`src/rtl/jtldtest_ioctl_src.sv`:
```
// Download-stream generator for the SDRAM load test: two identical passes of an
// LFSR byte sequence (write, then check), with optional single-byte corruption.
module jtldtest_ioctl_src #(
    parameter int unsigned      AW       = 25,
    parameter int unsigned      LEN      = 32'h0200_0000,
    parameter int unsigned      WR_GAP   = 8,
    parameter int unsigned      PASS_GAP = 64,
    parameter logic [15:0]      SEED     = 16'hACE1,
    parameter logic [AW-1:0]    INJ_ADDR = '0
) (
    input  logic          clk,
    input  logic          rst,
    input  logic          start,
    input  logic          hold,
    input  logic          inject,
    output logic          downloading,
    output logic [AW-1:0] ioctl_addr,
    output logic [7:0]    ioctl_dout,
    output logic          ioctl_wr,
    output logic          pass,
    output logic          done
);
    localparam int unsigned   CW        = $clog2(WR_GAP);
    localparam int unsigned   GW        = $clog2(PASS_GAP);
    localparam logic [CW-1:0] CYC_LAST  = CW'(WR_GAP - 1);
    localparam logic [GW-1:0] GAP_LAST  = GW'(PASS_GAP - 1);
    localparam logic [AW-1:0] ADDR_LAST = AW'(LEN - 1);

    typedef enum logic [1:0] {IDLE, RUN, GAP, DONE} state_t;

    state_t          state;
    logic [CW-1:0]   cyc;
    logic [GW-1:0]   gap_cnt;
    logic [15:0]     lfsr;
    logic            inj_armed;
    logic [15:0]     lfsr_nxt;
    logic [AW-1:0]   addr_nxt;

    function automatic logic [15:0] lfsr_step(input logic [15:0] v);
        return v[0] ? ((v >> 1) ^ 16'hB400) : (v >> 1);
    endfunction

    function automatic logic [7:0] byte_out(input logic [15:0] v, input logic flip);
        return v[7:0] ^ {7'd0, flip};
    endfunction

    always_comb begin
        lfsr_nxt = lfsr_step(lfsr);
        addr_nxt = ioctl_addr + 1'b1;
    end

    always_ff @(posedge clk) begin
        if (rst) begin
            state       <= IDLE;
            downloading <= 1'b0;
            ioctl_addr  <= '0;
            ioctl_dout  <= 8'd0;
            ioctl_wr    <= 1'b0;
            pass        <= 1'b0;
            done        <= 1'b0;
            inj_armed   <= 1'b0;
            cyc         <= '0;
            gap_cnt     <= '0;
            lfsr        <= SEED;
        end else begin
            ioctl_wr <= 1'b0;
            case (state)
                IDLE, DONE: begin
                    if (start) begin
                        state       <= RUN;
                        downloading <= 1'b1;
                        ioctl_addr  <= '0;
                        ioctl_dout  <= SEED[7:0];
                        cyc         <= '0;
                        lfsr        <= SEED;
                        pass        <= 1'b0;
                        done        <= 1'b0;
                        inj_armed   <= 1'b0;
                    end
                end
                RUN: begin
                    // Byte pacing freezes under hold so addr/dout stay put for the checker
                    if (!hold) begin
                        ioctl_wr <= (cyc == CW'(1));
                        if (cyc == CYC_LAST) begin
                            if (ioctl_addr != ADDR_LAST) begin
                                ioctl_addr <= addr_nxt;
                                lfsr       <= lfsr_nxt;
                                ioctl_dout <= byte_out(lfsr_nxt,
                                              pass && inj_armed && (addr_nxt == INJ_ADDR));
                                cyc        <= '0;
                            end else begin
                                state       <= GAP;
                                downloading <= 1'b0;
                                gap_cnt     <= '0;
                            end
                        end else begin
                            cyc <= cyc + 1'b1;
                        end
                    end
                end
                GAP: begin
                    if (gap_cnt == GAP_LAST) begin
                        if (!pass) begin
                            state       <= RUN;
                            pass        <= 1'b1;
                            inj_armed   <= inject;
                            downloading <= 1'b1;
                            ioctl_addr  <= '0;
                            ioctl_dout  <= byte_out(SEED, inject && (INJ_ADDR == '0));
                            cyc         <= '0;
                            lfsr        <= SEED;
                        end else begin
                            state <= DONE;
                            done  <= 1'b1;
                        end
                    end else begin
                        gap_cnt <= gap_cnt + 1'b1;
                    end
                end
                default: state <= IDLE;
            endcase
        end
    end
endmodule
```
`config.mk`:
```
export PLATFORM = sky130hd
export DESIGN_NAME = jtldtest_ioctl_src
export DESIGN_NICKNAME = d
export VERILOG_FILES = /design/src/rtl/jtldtest_ioctl_src.sv
export SDC_FILE = /design/constraint.sdc
export NUM_CORES = 1
export LEC_CHECK = 0
export ABC_AREA = 1
export ABC_CLOCK_PERIOD_IN_PS = 1800
export BUFFER_PORTS_ARGS = -buffer_cell sky130_fd_sc_hd__buf_4
export CORE_MARGIN = 4
export CORE_UTILIZATION = 45
export CTS_CLUSTER_DIAMETER = 100
export DETAILED_ROUTE_END_ITERATION = 16
export PLACE_DENSITY = 0.67
export SETUP_SLACK_MARGIN = 0.1
export SYNTH_ARGS = -nofsm -noshare
export SYNTH_HDL_FRONTEND = slang
export SYNTH_SLANG_ARGS = --single-unit
export TNS_END_PERCENT = 30
```
`constraint.sdc`:
```
create_clock -name clk -period 1.8 [get_ports clk]
set_input_delay 0.09 -clock clk [delete_from_list [all_inputs] [get_ports clk]]
set_output_delay 0.09 -clock clk [all_outputs]
set_load 0.03 [all_outputs]
```
=== After elaboration in Yosys (flattened, before gate mapping) ===
Cells that the tools add are included.

* Output and inout bits: 37
* Bits of input ports: 5
* Bits in registers: 65
* Word-level logic and storage cells: 108

* Reduce and logical (&&, ||, !) cells: 16
* Bitwise logic cells: 4
* Eq/ne operators: 17
* Add/subtract/negate cells: 3
* Multiplexer cells: 57

{| class="wikitable"
|+ Operators with widths
! operator !! number
|-
| 25-bit 2-to-1 mux || 6
|-
| 16-bit 2-to-1 mux || 7
|-
| 25-bit case mux with 3 select lines || 1
|-
| 8-bit 2-to-1 mux || 6
|-
| 16-bit case mux with 3 select lines || 1
|-
| 25-bit by 1-bit adder with 25-bit output, second input constant || 1
|-
| 25-bit zero test || 1
|-
| 25-bit inequality test, second input constant || 1
|-
| 6-bit 2-to-1 mux || 4
|-
| 8-bit case mux with 3 select lines || 1
|-
| 3-bit 2-to-1 mux || 6
|-
| 2-bit inequality test, second input constant || 9
|-
| 5-bit AND reduction || 3
|-
| 1-bit 2-to-1 mux || 12
|-
| 2-bit 2-to-1 mux || 6
|-
| 6-bit case mux with 2 select lines || 1
|-
| 6-bit AND reduction || 2
|-
| 3-bit case mux with 3 select lines || 1
|-
| 4-bit AND reduction || 2
|-
| 8-bit by 1-bit XOR with 8-bit output || 1
|-
| 6-bit by 1-bit adder with 6-bit output, second input constant || 1
|-
| 6-bit == test, second input constant || 1
|-
| 1-bit case mux with 2 select lines || 3
|-
| 2-bit case mux with 3 select lines || 1
|-
| other kinds (16) || 19
|}

=== Depth between registers and ports, before layout ===
Gate-level depths: netlist (run 1).

* Word-level depth: 8
* Gate-level depth with buffers: 16
* Mapped depth without buffers: 16

=== Worst setup path before layout (run 1) ===
OpenSTA, ideal clock, no wires.

* Path type: register -> register
* From: register ioctl_addr[1]
* To: register ioctl_dout[0]
* Cell stages (with the launch flop): 17
* Setup slack: -0.293 ns
* Required time: 1.691 ns
* Clock period less this slack: 2.093 ns
* Setup time: 0.109 ns
* Arrival time: 1.984 ns
* Path buffers: 0
* Path through: dfxtp_1 -> ha_1 -> nand3_2 -> inv_2 -> nand2_1 -> nor2_1 -> nand2_1 -> nand2_1 -> nand2_1 -> nor2_1 -> nand2_1 -> nor2_1 -> nand2_1 -> nand2_1 -> nand3_1 -> nand2_1 -> inv_1

* Longest elaborated chain between the ends: 8
* Elaborated cells on any way between the ends: 11
* Those cells by class: add/sub: 1; eq/ne: 2; mux: 4; bitwise: 1; reduce/logical: 3

{| class="wikitable"
|+ RTL lines
! item !! line !! text
|-
| start: declaration || 17 || <nowiki>output logic [AW-1:0] ioctl_addr,</nowiki>
|-
| start signal: assignment || 87 || <nowiki>ioctl_addr <= addr_nxt;</nowiki>
|-
| 25-bit by 1-bit adder with 25-bit output || 49 || <nowiki>addr_nxt = ioctl_addr + 1'b1;</nowiki>
|-
| 25-bit zero test || 90 || <nowiki>pass && inj_armed && (addr_nxt == INJ_ADDR));</nowiki>
|-
| 1-bit logical AND || 90 ||
|-
| 8-bit by 1-bit XOR with 8-bit output || 44 || <nowiki>return v[7:0] ^ {7'd0, flip};</nowiki>
|-
| 8-bit 2-to-1 mux || 86 || <nowiki>if (ioctl_addr != ADDR_LAST) begin</nowiki>
|-
| 8-bit 2-to-1 mux || 85 || <nowiki>if (cyc == CYC_LAST) begin</nowiki>
|-
| 8-bit 2-to-1 mux || 83 || <nowiki>if (!hold) begin</nowiki>
|-
| 8-bit case mux with 3 select lines || 67 || <nowiki>case (state)</nowiki>
|-
| end signal: assignment || 73 || <nowiki>ioctl_dout <= SEED[7:0];</nowiki>
|-
| end signal: assignment || 89 || <nowiki>ioctl_dout <= byte_out(lfsr_nxt,</nowiki>
|-
| end signal: assignment || 110 || <nowiki>ioctl_dout <= byte_out(SEED, inject && (INJ_ADDR == '0));</nowiki>
|-
| end: declaration || 18 || <nowiki>output logic [7:0] ioctl_dout,</nowiki>
|}

Parallel ways exist; a longest one is shown, timed or not. The select of a mux whose other input is x is not followed.
A chain may end at the register's enable or synchronous reset.

=== Final worst setup path (run 1) ===
* From: register ioctl_addr[0]
* To: register ioctl_addr[9]

* Longest elaborated chain between the ends: 5
* Elaborated cells on any way between the ends: 8
* Those cells by class: add/sub: 1; eq/ne: 2; mux: 4; reduce/logical: 1

{| class="wikitable"
|+ RTL lines
! item !! line
|-
| 25-bit by 1-bit adder with 25-bit output || 49
|-
| 25-bit 2-to-1 mux || 86
|-
| 25-bit 2-to-1 mux || 85
|-
| 25-bit 2-to-1 mux || 83
|-
| 25-bit case mux with 3 select lines || 67
|}

Parallel ways exist; a longest one is shown, timed or not. The select of a mux whose other input is x is not followed.

==> results.md, run 1 <==
- Outcome: complete, but fails checks
- Violated checks: setup timing
- Leakage: 2.16 nW
- CTS tree: yes
- R2R cell count: 10
- Post-synth ARST share: 0%
- Drt drc: 0
- Total GRT Usage: 21.4%
- Main synth FF type: dfxtp_1
- DR WL/cell: 13.6 µm
- Port Buffers: 41
- CP max stage delay: 0.38 ns
- I/O Pins: 42
- Top post-synthesis cells by count: nand2_1, dfxtp_1, a21oi_1, nor2_1, inv_1
- CP max FO: 27
- FF-to-FF setup slack: -0.05 ns
- Sink Count: 65
- Final HPWL DP: 6930 µm
- Unique masters post-synth: 31
- Max-Cap Viols: 0
- Mapped Nets: 549
- Netlist Area Pre-Place: 3560 µm²
- CP endpoint kind: flop
- Sw Ratio: 44.1%
- Starting density of the core: 46.3%
- Std-Cell Core Area: 7690 µm²
- CP Class: reg2reg
- Sw power: 3.26 mW
- Post-route worst setup slack: -0.0484 ns
- Total Power: 7.38 mW
- Initial antenna violation count: 0
- Count leader, synth: nand2_1
- EDFF count, synth: 0
- TritonRoute pass-1 iters: 5
- Insertion delay to the later sink of the worst-skew pair: 0.35 ns
- Post-Syn Area per Cell: 6.65 µm²
- Ant. Diodes: 0
- WHS: 0.0371 ns
- Rel. slew slack: 61.0%
- Pins over their slew limit: 0
- Pint: 4.13 mW
- Area Overhead vs Synth: 40.0%
- Layout cell share with drive strength beyond 1: 34.5%
- Crit path launch type: flop
- Setup Skew: 0.00616 ns
- Fin Setup TNS: -0.278 ns
- Slew of the pin with the lowest slew margin: 0.585 ns
- Full die area: 9390 µm²
- Routed vias: 3862
- Peak supply drop: 853 µV
- Cell Pwr Density: 1480 nW/µm²
- RSZ-0062 raised after global routing: true
- Post-route ant nets: 0
- Global placer's final weighted congestion: 0.922
- Clock slew at the register clock pins of the worst setup and hold paths: 0.08 ns
- Routed vias/inst: 5.23
- Num CTS Buffers: 9
- Die Y: 96.9 µm
- Minimum clock period: 1.85 ns
- Fin crit share: 103%
- Largest net degree at the start of global routing: 45
- CP most frequent cell: nand3_4
- FMAX: 541 MHz
- Final setup viols: 15
- Worst-case clock buffer depth: 2
- Die W: 96.9 µm
- Sequential element share of the synthesized area: 36.6%
- Reg2reg start: ioctl_addr[0]$_SDFFE_PP0P_
- Slowest-stage cell, CP: dfxtp_4
- Rows: 32
- Global-route wire length before repair: 16900 µm
- Setup crit start: ioctl_addr[0]$_SDFFE_PP0P_
- Sequential share of power: 29.0%
- DRT Wirelength: 10000 µm
- Clock power share: 17.3%
- Worst Hold Class: in2reg
- Drt initial violations: 185
- Worst Path Required: 2.05 ns
- Htree depth: 3
- Worst EP arrival: 2.10 ns
- Vias in the first global route: 3691
- Worst Setup EP: ioctl_addr[9]$_SDFFE_PP0P_
- Top cell type's share of synthesized area: 36.6%
- Reg2reg end: ioctl_addr[9]$_SDFFE_PP0P_
- Ys Warns: 0
- Synth area leaders: dfxtp_1, nand2_1, a21oi_1
- Nets: 646
- Final Hold Viols: 0
- Finished Core Util: 64.8%
- Root buf cell: clkbuf_8
- Comb pwr share: 53.7%
- Gate Count Post-Synth: 535
- Largest area contributor in the netlist: dfxtp_1
- Flops & latches, synth: 65
- Crit path cell chain: ha_4 -> nand3_4 -> clkinv_4 -> nand2_4 -> nor2_4 -> nand4_4 -> nand3_4 -> buf_12 -> a21oi_1 -> a211oi_1
- Overflow after GRT: 0
==> how the worst min path moves through the flow <==
| stage | cells after the start | to | from |
|---|---|---|---|
| floorplan | 1 | ioctl_wr$_SDFF_PP0_ | hold |
| detailed placement | 2 | ioctl_wr$_SDFF_PP0_ | hold |
| finish | 3 | inj_armed$_SDFFE_PP0P_ | inject |
| CTS | 3 | inj_armed$_SDFFE_PP0P_ | inject |
| global route | 3 | inj_armed$_SDFFE_PP0P_ | inject |
| global placement | 2 | ioctl_wr$_SDFF_PP0_ | hold |
==> cell families after synthesis <==
group	share of synthesized area (%)
DFF	36.6
AOI/OAI and AO/OA	18.2
adders and majority gates	3.17
and+or+nand+nor	30.5
buffers and inverters	9.61
xor gates and xnor gates	1.97
==> power by group through the flow <==
stage / Combinational, mW / Sequential (mW) / Clock, mW
final: 3.97 / 2.14 / 1.27
after global routing: 4.35 / 2.19 / 1.34
after CTS: 3.60 / 2.12 / 1.28
after detailed placement: 3.39 / 2.15 / 0
after global placement: 3.34 / 2.14 / 0
after floorplan: 1.91 / 2.49 / 0
==> final cells by class <==
type | count | area, µm²
clock buffer | 9 | 124
clock inverter | 7 | 70.1
sequential | 65 | 1340
timing repair buffer | 108 | 882
tap | 102 | 128
multi-input combinational | 387 | 2190
fill | 706 | 2710
inverter | 61 | 241
==> cell usage in the layout (no fill, tap or decap), types with 3 or more instances in the layout <==
master,Yosys,routed
a21oi_1,60,48
dfxtp_2,0,19
buf_4,2,98
nor2_1,60,45
a211oi_1,17,15
ha_4,0,3
nand2_1,134,126
inv_1,57,50
buf_6,2,5
nor3_1,5,4
dfxtp_1,65,41
ha_1,9,6
o211a_1,4,4
clkbuf_8,0,9
nor2_2,3,14
nand3_2,2,3
nor2_4,1,5
inv_2,4,8
o21ai_1,2,11
o21ai_2,0,4
nand2_2,3,8
nand3_1,37,34
xor2_1,6,6
a21oi_2,0,12
o21ai_0,31,17
nand4_1,4,4
nand2_4,0,3
dfxtp_4,0,5
==> routing by layer <==
layer	routed length, µm	up-vias	GRT usage, %
met5	0	-	0
li1	-	1940	-
met3	443	17	3.89
met2	4950	104	36.7
met4	215	0	10.2
met1	4430	1801	25.9
==> flip-flops by register name, summed over array words and instances, names as in the netlist <==
signal and cells:
ioctl_addr 25, lfsr 16, ioctl_dout 8, gap_cnt 6, cyc 3, state 2
done 1, downloading 1, inj_armed 1, ioctl_wr 1, pass 1
==> stage by stage <==
| step | worst slack [ns] | instance area (µm²) | instances |
|---|---|---|---|
| finish | -0.0484 | 4980 | 739 |
| global route | -0.176 | 4980 | 739 |
| CTS | 0.00612 | 4730 | 730 |
| detailed placement | -0.0662 | 4410 | 708 |
| global placement | -0.0502 | 4410 | 708 |
| floorplan | 0.0717 | 3700 | 535 |
==> repair_timing <==
action                                  CTS  global route
endpoints found under the hold margin     1             0
pin swaps                                 4            24
gates resized for setup                  21            59
gates cloned                              0             2
hold buffers                              1             0
setup buffers                             5             7
endpoints found under the setup margin   60            64
==> critical path, delay by kind of cell (launching register included) <==
kind | cells | cell delay, ns
buf+inv | 2 | 0.28
fa+ha+maj | 1 | 0.16
flops | 1 | 0.38
compound gates | 2 | 0.25
simple gates | 5 | 0.68
Power figures use the tool's default switching activity.
==> run 2: changes to the inputs <==
--- a/config.mk
+++ b/config.mk
@@ -8,12 +8,11 @@
 export ABC_AREA = 1
 export ABC_CLOCK_PERIOD_IN_PS = 1800
 export BUFFER_PORTS_ARGS = -buffer_cell sky130_fd_sc_hd__buf_4
-export CORE_MARGIN = 4
 export CORE_UTILIZATION = 45
 export CTS_CLUSTER_DIAMETER = 100
 export DETAILED_ROUTE_END_ITERATION = 16
 export PLACE_DENSITY = 0.67
-export SETUP_SLACK_MARGIN = 0.1
+export SETUP_SLACK_MARGIN = 0.02
 export SYNTH_ARGS = -nofsm -noshare
 export SYNTH_HDL_FRONTEND = slang
 export SYNTH_SLANG_ARGS = --single-unit
==> run 2 against run 1 <==
  * The flow still finishes with violations (setup timing)
  * Flip-flop and latch count stayed put
  * Sequential power is essentially flat
  * Register-to-register slack got worse by 0.11 ns
  * Worst hold slack lost 0.0058 ns
  * Routed wire length rose by 13%
  * Critical path type unchanged
  * Maximum frequency fell by 5.8%
  * Utilization is 3.4 points higher
  * Critical endpoint is now lfsr[0]$_SDFFE_PP1P_
  * Count of clock-buffer cells in the layout stayed put
==> results.md, run 2 (synthesis results as in run 1) <==
- Ant. Diodes: 0 (unchanged)
- Cell Pwr Density: 1520 nW/µm² (was 1480 nW/µm²)
- Violated checks: setup timing (unchanged)
- Total GRT Usage: 24.3% (was 21.4%)
- Layout cell share with drive strength beyond 1: 38.6% (was 34.5%)
- Fin crit share: 109% (was 103%)
- Starting density of the core: 46.3% (unchanged)
- TritonRoute pass-1 iters: 5 (unchanged)
- Fin Setup TNS: -3.82 ns (was -0.278 ns)
- Peak supply drop: 856 µV (was 853 µV)
- CP max FO: 16 (was 27)
- Worst-case clock buffer depth: 2 (unchanged)
- Routed vias: 3961 (was 3862)
- Worst Path Required: 2.05 ns (about the same)
- Post-route ant nets: 0 (unchanged)
- Dpl ws: -0.174 ns (was -0.0662 ns)
- CP endpoint kind: flop (unchanged)
- Largest regs: ioctl_addr: 25 flops, lfsr: 16 flops, ioctl_dout: 8 flops (unchanged)
- Slew of the pin with the lowest slew margin: 0.602 ns (was 0.585 ns)
- Leakage: 2.25 nW (was 2.16 nW)
- WHS: 0.0313 ns (was 0.0371 ns)
- Std-Cell Core Area: 7690 µm² (unchanged)
- Clock slew at the register clock pins of the worst setup and hold paths: 0.08 ns (about the same)
- Filler Cell Count: 618 (was 706)
- Global placer's final weighted congestion: 0.918 (was 0.922)
- Rows: 32 (unchanged)
- Insertion delay to the later sink of the worst-skew pair: 0.36 ns (was 0.35 ns)
- Vias in the first global route: 3569 (was 3691)
- Max reg flops: 25 (unchanged)
- Drt initial violations: 221 (was 185)
- Die Y: 90.9 µm (was 96.9 µm)
- DRT Wirelength: 11300 µm (was 10000 µm)
- RSZ-0062 raised after global routing: true (unchanged)
- Outcome: complete, but fails checks (unchanged)
- Root buf cell: clkbuf_8 (unchanged)
- Drt drc: 0 (unchanged)
- Final setup viols: 55 (was 15)
- Worst Hold Class: in2reg (unchanged)
- Full die area: 8260 µm² (was 9390 µm²)
- Nets: 652 (was 646)
- Port Buffers: 41 (unchanged)
- Final Hold Viols: 0 (unchanged)
- Largest net degree at the start of global routing: 45 (unchanged)
- Num CTS Buffers: 9 (unchanged)
- Htree depth: 3 (unchanged)
- Area Overhead vs Synth: 47.3% (was 40.0%)
- Die W: 90.9 µm (was 96.9 µm)
- Setup Skew: 0.0123 ns (was 0.00616 ns)
- Final HPWL DP: 6680 µm (was 6930 µm)
- I/O Pins: 42 (unchanged)
- Register with the most flip-flops: ioctl_addr (unchanged)
- Rel. slew slack: 59.9% (was 61.0%)
- Minimum clock period: 1.96 ns (was 1.85 ns)
- Pins over their slew limit: 0 (unchanged)
- Global-route wire length before repair: 16200 µm (was 16900 µm)
- Worst EP arrival: 2.21 ns (was 2.10 ns)
- Initial antenna violation count: 0 (unchanged)
- FMAX: 510 MHz (was 541 MHz)
- Sink Count: 65 (unchanged)
- Post-route worst setup slack: -0.162 ns (was -0.0484 ns)
- Routed vias/inst: 5.32 (was 5.23)
- Most common cell after layout, fill and taps aside: nand2_1 (unchanged)
- Max-Cap Viols: 0 (unchanged)
- Overflow after GRT: 0 (unchanged)
- CTS tree: yes (unchanged)
- Most frequent cells in the layout: nand2_1, buf_4, inv_1 (unchanged)
- Crit path launch type: flop (unchanged)
- CP Class: reg2reg (unchanged)
- DR WL/cell: 15.2 µm (was 13.6 µm)
run 2: cell types whose count changed in the layout (fill, tap and decap cells not counted), sizes merged:
cell and change:
clkbuf +1, nand2 +1, buf +4, clkinv -1
clkinvlp -2, inv +3
run 2: layout make-up:
class / count / area [µm²] / share of cell area, %
multi-input combinational: 388 / 2360 / 45.1
sequential: 65 / 1340 / 25.5
timing repair buffer: 113 / 977 / 18.7
inverter: 61 / 236 / 4.51
tap: 102 / 128 / 2.44
clock buffer: 9 / 124 / 2.36
clock inverter: 7 / 75.1 / 1.43
run 2: path summary, 6_finish.rpt:
check	startpoint	endpoint	slack [ns]	cells after the start
worst min register to register	done$_SDFFE_PP0P_	done$_SDFFE_PP0P_	0.47	2
worst min-delay path	inject	inj_armed$_SDFFE_PP0P_	0.03	3
worst max-delay path	gap_cnt[0]$_SDFFE_PP0P_	lfsr[0]$_SDFFE_PP1P_	-0.16	10
worst max register to register	gap_cnt[0]$_SDFFE_PP0P_	lfsr[0]$_SDFFE_PP1P_	-0.16	10
run 2: per-stage QoR:
stage	util [%]	instance area [µm²]	total power, mW	instances
floorplan	-	3630	4.31	535
global placement	56.5	4340	5.39	705
detailed placement	56.5	4340	5.45	705
CTS	61.6	4730	6.95	730
global route	68.1	5240	8.43	745
finish	68.1	5240	7.98	745
run 2: metal layers:
layer  up-vias  share of wire [%]  GRT usage (%)
met5         -                  0              0
met4         0                3.5           14.7
met3        31                5.6           3.79
met2       129                 48           39.8
met1      1837                 43           30.0
li1       1964                  -              -
run 2: where the power goes:
part / internal, mW / switching, mW
sequential: 1.83 / 0.335
clock: 0.652 / 0.674
combinational: 1.90 / 2.59
total: 4.38 / 3.60
run 2: repair_timing:
item | 4_1_cts | 5_1_grt
hold buffers | 1 | 0
cloned | 1 | 4
resized for setup | 35 | 97
endpoints found under the setup margin | 54 | 62
setup buffers | 7 | 11
pin swaps | 14 | 44
endpoints found under the hold margin | 1 | 0
run 2: worst max-delay path, stage by stage, from the launching register on:
cell and delay [ns]:
dfxtp_2 0.36, ha_4 0.14, inv_2 0.05, nor3_4 0.23, a31oi_4 0.14, nor3_4 0.21
nand3_4 0.17, buf_4 0.18, clkbuf_16 0.17, a21oi_1 0.12, o21ai_0 0.09
==> run 3: changes to the inputs <==
--- a/config.mk
+++ b/config.mk
@@ -11,8 +11,7 @@
 export CORE_UTILIZATION = 45
 export CTS_CLUSTER_DIAMETER = 100
 export DETAILED_ROUTE_END_ITERATION = 16
-export PLACE_DENSITY = 0.67
-export SETUP_SLACK_MARGIN = 0.02
+export PLACE_DENSITY = 0.74
 export SYNTH_ARGS = -nofsm -noshare
 export SYNTH_HDL_FRONTEND = slang
 export SYNTH_SLANG_ARGS = --single-unit
==> run 3 against run 2 <==
  * The run still ends with setup timing left
  * Sequential share of layout area down 0.86 points
  * Highest routed layer unchanged
  * Setup slack worse by 0.026 ns
  * Critical endpoint is now ioctl_addr[4]$_SDFFE_PP0P_
  * Largest power group unchanged
  * Worst hold slack better by 0.0068 ns
  * Clock power down 5%
==> results.md, run 3 (synthesis results as in run 1) <==
- Clock slew at the register clock pins of the worst setup and hold paths: 0.08 ns (about the same)
- Slowest-stage cell, CP: dfxtp_2 (unchanged)
- DR WL/cell: 15.5 µm (was 15.2 µm)
- Hold path endpoint: inj_armed$_SDFFE_PP0P_ (unchanged)
- Routed vias/inst: 5.43 (was 5.32)
- Max reg flops: 25 (unchanged)
- CP most frequent cell: nor3_4 (unchanged)
- Insertion delay to the later sink of the worst-skew pair: 0.36 ns (about the same)
- Design area: 5390 µm² (was 5240 µm²)
- Rows: 32 (unchanged)
- Die W: 90.9 µm (unchanged)
- Vias in the first global route: 3766 (was 3569)
- Port Buffers: 41 (unchanged)
- Worst Path Required: 2.00 ns (was 2.05 ns)
- Setup Skew: 0.0108 ns (was 0.0123 ns)
- Register area: 1330 µm² (was 1340 µm²)
- DRT Wirelength: 11700 µm (was 11300 µm)
- Initial antenna violation count: 0 (unchanged)
- Outcome: complete, but fails checks (unchanged)
- Total GRT Usage: 25.2% (was 24.3%)
- Rel. slew slack: 59.2% (was 59.9%)
- I/O Pins: 42 (unchanged)
- Root buf cell: clkbuf_8 (unchanged)
- Register with the most flip-flops: ioctl_addr (unchanged)
- Post-route ant nets: 0 (unchanged)
- Final setup viols: 59 (was 55)
- Peak supply drop: 886 µV (was 856 µV)
- Area occupied by multi-input gates: 2370 µm² (was 2360 µm²)
- Hold Crit Depth: 3 (unchanged)
- TritonRoute pass-1 iters: 5 (unchanged)
- Crit path cell chain: ha_4 -> inv_4 -> nor3_4 -> a31oi_4 -> nor3_4 -> buf_6 -> nand3_4 -> clkbuf_16 -> a21oi_1 -> a211oi_1 (was ha_4 -> inv_2 -> nor3_4 -> a31oi_4 -> nor3_4 -> nand3_4 -> buf_4 -> clkbuf_16 -> a21oi_1 -> o21ai_0)
- FMAX: 503 MHz (was 510 MHz)
- Starting density of the core: 46.3% (unchanged)
- Nets: 666 (was 652)
- Reg2reg end: ioctl_addr[4]$_SDFFE_PP0P_ (was lfsr[0]$_SDFFE_PP1P_)
- CP max stage delay: 0.36 ns (about the same)
- FF-to-FF setup slack: -0.19 ns (was -0.16 ns)
- Htree depth: 3 (unchanged)
- Fin Setup TNS: -4.96 ns (was -3.82 ns)
- Global-route wire length before repair: 16900 µm (was 16200 µm)
- Largest regs: ioctl_addr: 25 flops, lfsr: 16 flops, ioctl_dout: 8 flops (unchanged)
- Max-Cap Viols: 0 (unchanged)
- Worst-case clock buffer depth: 2 (unchanged)
- Drt drc: 0 (unchanged)
- Crit path launch type: flop (unchanged)
- Layout cell share with drive strength beyond 1: 39.7% (was 38.6%)
- Dpl cells: 721 (was 705)
- Violated checks: setup timing (unchanged)
- CTS tree: yes (unchanged)
- Area Overhead vs Synth: 51.5% (was 47.3%)
- Most common cell after layout, fill and taps aside: nand2_1 (unchanged)
- Leakage: 2.37 nW (was 2.25 nW)
- Reg2reg start: gap_cnt[0]$_SDFFE_PP0P_ (unchanged)
- RSZ-0062 raised after global routing: true (unchanged)
- Overflow after GRT: 0 (unchanged)
- Slew of the pin with the lowest slew margin: 0.613 ns (was 0.602 ns)
- CP Class: reg2reg (unchanged)
- Worst EP arrival: 2.19 ns (was 2.21 ns)
- Min-Delay Startpoint: inject (unchanged)
- Full die area: 8260 µm² (unchanged)
- Ant. Diodes: 0 (unchanged)
- Fin crit share: 110% (was 109%)
- Num CTS Buffers: 9 (unchanged)
- CP max FO: 6 (was 16)
- Dpl ws: -0.243 ns (was -0.174 ns)
- Largest net degree at the start of global routing: 45 (unchanged)
- Drt initial violations: 269 (was 221)
- R2R cell count: 10 (unchanged)
- Die Y: 90.9 µm (unchanged)
- Global placer's final weighted congestion: 0.919 (was 0.918)
- WHS: 0.0381 ns (was 0.0313 ns)
- Cell Pwr Density: 1570 nW/µm² (was 1520 nW/µm²)
- Worst Hold Class: in2reg (unchanged)
- Most frequent cells in the layout: nand2_1, buf_4, inv_1 (unchanged)
- CP endpoint kind: flop (unchanged)
- Pins over their slew limit: 0 (unchanged)
- Post-Place Cell Area: 4440 µm² (was 4340 µm²)
- Sink Count: 65 (unchanged)
- Final HPWL DP: 7100 µm (was 6680 µm)
- Post-route worst setup slack: -0.188 ns (was -0.162 ns)
- Routed vias: 4120 (was 3961)
- Post-route insts no fill: 759 (was 745)
- Final Hold Viols: 0 (unchanged)
- Minimum clock period: 1.99 ns (was 1.96 ns)
- Std-Cell Core Area: 7690 µm² (unchanged)
- Filler Cell Count: 596 (was 618)
==> run 3: cell count changes in the layout (fill, tap and decap cells not counted), moves of 7 or more <==
cell / delta
a21oi_1: -8
buf_4: +14
nand2_1: -7
nor2_1: +7
a21oi_2: +7
==> run 3: power by group <==
| part | switching, mW | internal, mW | leakage, nW |
|---|---|---|---|
| clock network | 0.620 | 0.645 | 0.0972 |
| logic | 2.80 | 2.20 | 1.73 |
| registers | 0.346 | 1.82 | 0.540 |
==> run 3: area by class of cell <==
cell class	instances	area share (%)
Multi-Input combinational cell	388	44.1
Sequential cell	65	24.7
Timing Repair Buffer	127	20.8
Inverter	61	4.48
Clock buffer	10	2.37
Tap cell	102	2.37
Clock inverter	6	1.23
==> run 3: worst max-delay path by stage <==
stage	startpoint	to	slack [ns]	cells past startpoint
2_1_floorplan	ioctl_addr[0]$_SDFFE_PP0P_	lfsr[7]$_SDFFE_PP1P_	0.001	12
6_report	gap_cnt[0]$_SDFFE_PP0P_	ioctl_addr[4]$_SDFFE_PP0P_	-0.19	10
5_1_grt	gap_cnt[0]$_SDFFE_PP0P_	ioctl_addr[4]$_SDFFE_PP0P_	-0.30	9
3_5_place_dp	ioctl_addr[1]$_SDFFE_PP0P_	ioctl_dout[0]$_SDFFE_PP0P_	-0.24	16
3_3_place_gp	ioctl_addr[0]$_SDFFE_PP0P_	ioctl_dout[0]$_SDFFE_PP0P_	-0.20	16
4_1_cts	ioctl_addr[1]$_SDFFE_PP0P_	ioctl_dout[0]$_SDFFE_PP0P_	-0.07	16
==> run 3: per-layer routing <==
| layer | global-route usage (%) | vias up | routed length [µm] |
|---|---|---|---|
| li1 | - | 1986 | - |
| met5 | 0 | - | 0 |
| met2 | 42.7 | 188 | 5930 |
| met3 | 6.40 | 41 | 775 |
| met1 | 29.8 | 1905 | 4590 |
| met4 | 11.8 | 0 | 439 |
==> run 3: worst max-delay path: cells and delay by family, from the launching register on <==
kind / cells / cell delay (ns)
fa+ha+maj: 1 / 0.15
buf+inv: 3 / 0.42
simple gates: 3 / 0.59
flops: 1 / 0.36
compound gates: 3 / 0.32
==> run 3: repair_timing <==
action                                  CTS  global route
endpoints found under the setup margin   58            63
gates cloned                              0             7
gates resized for setup                  25           112
hold buffers                              1             0
setup buffers                             5             9
pin swaps                                11            15
hold endpoints to repair                  1             0
==> run 3: through the flow <==
| step | util, % | power, mW |
|---|---|---|
| floorplan | - | 4.31 |
| global placement | 57.8 | 5.48 |
| detailed placement | 57.8 | 5.58 |
| CTS | 61.9 | 6.98 |
| global route | 70.1 | 8.86 |
| finish | 70.1 | 8.43 |
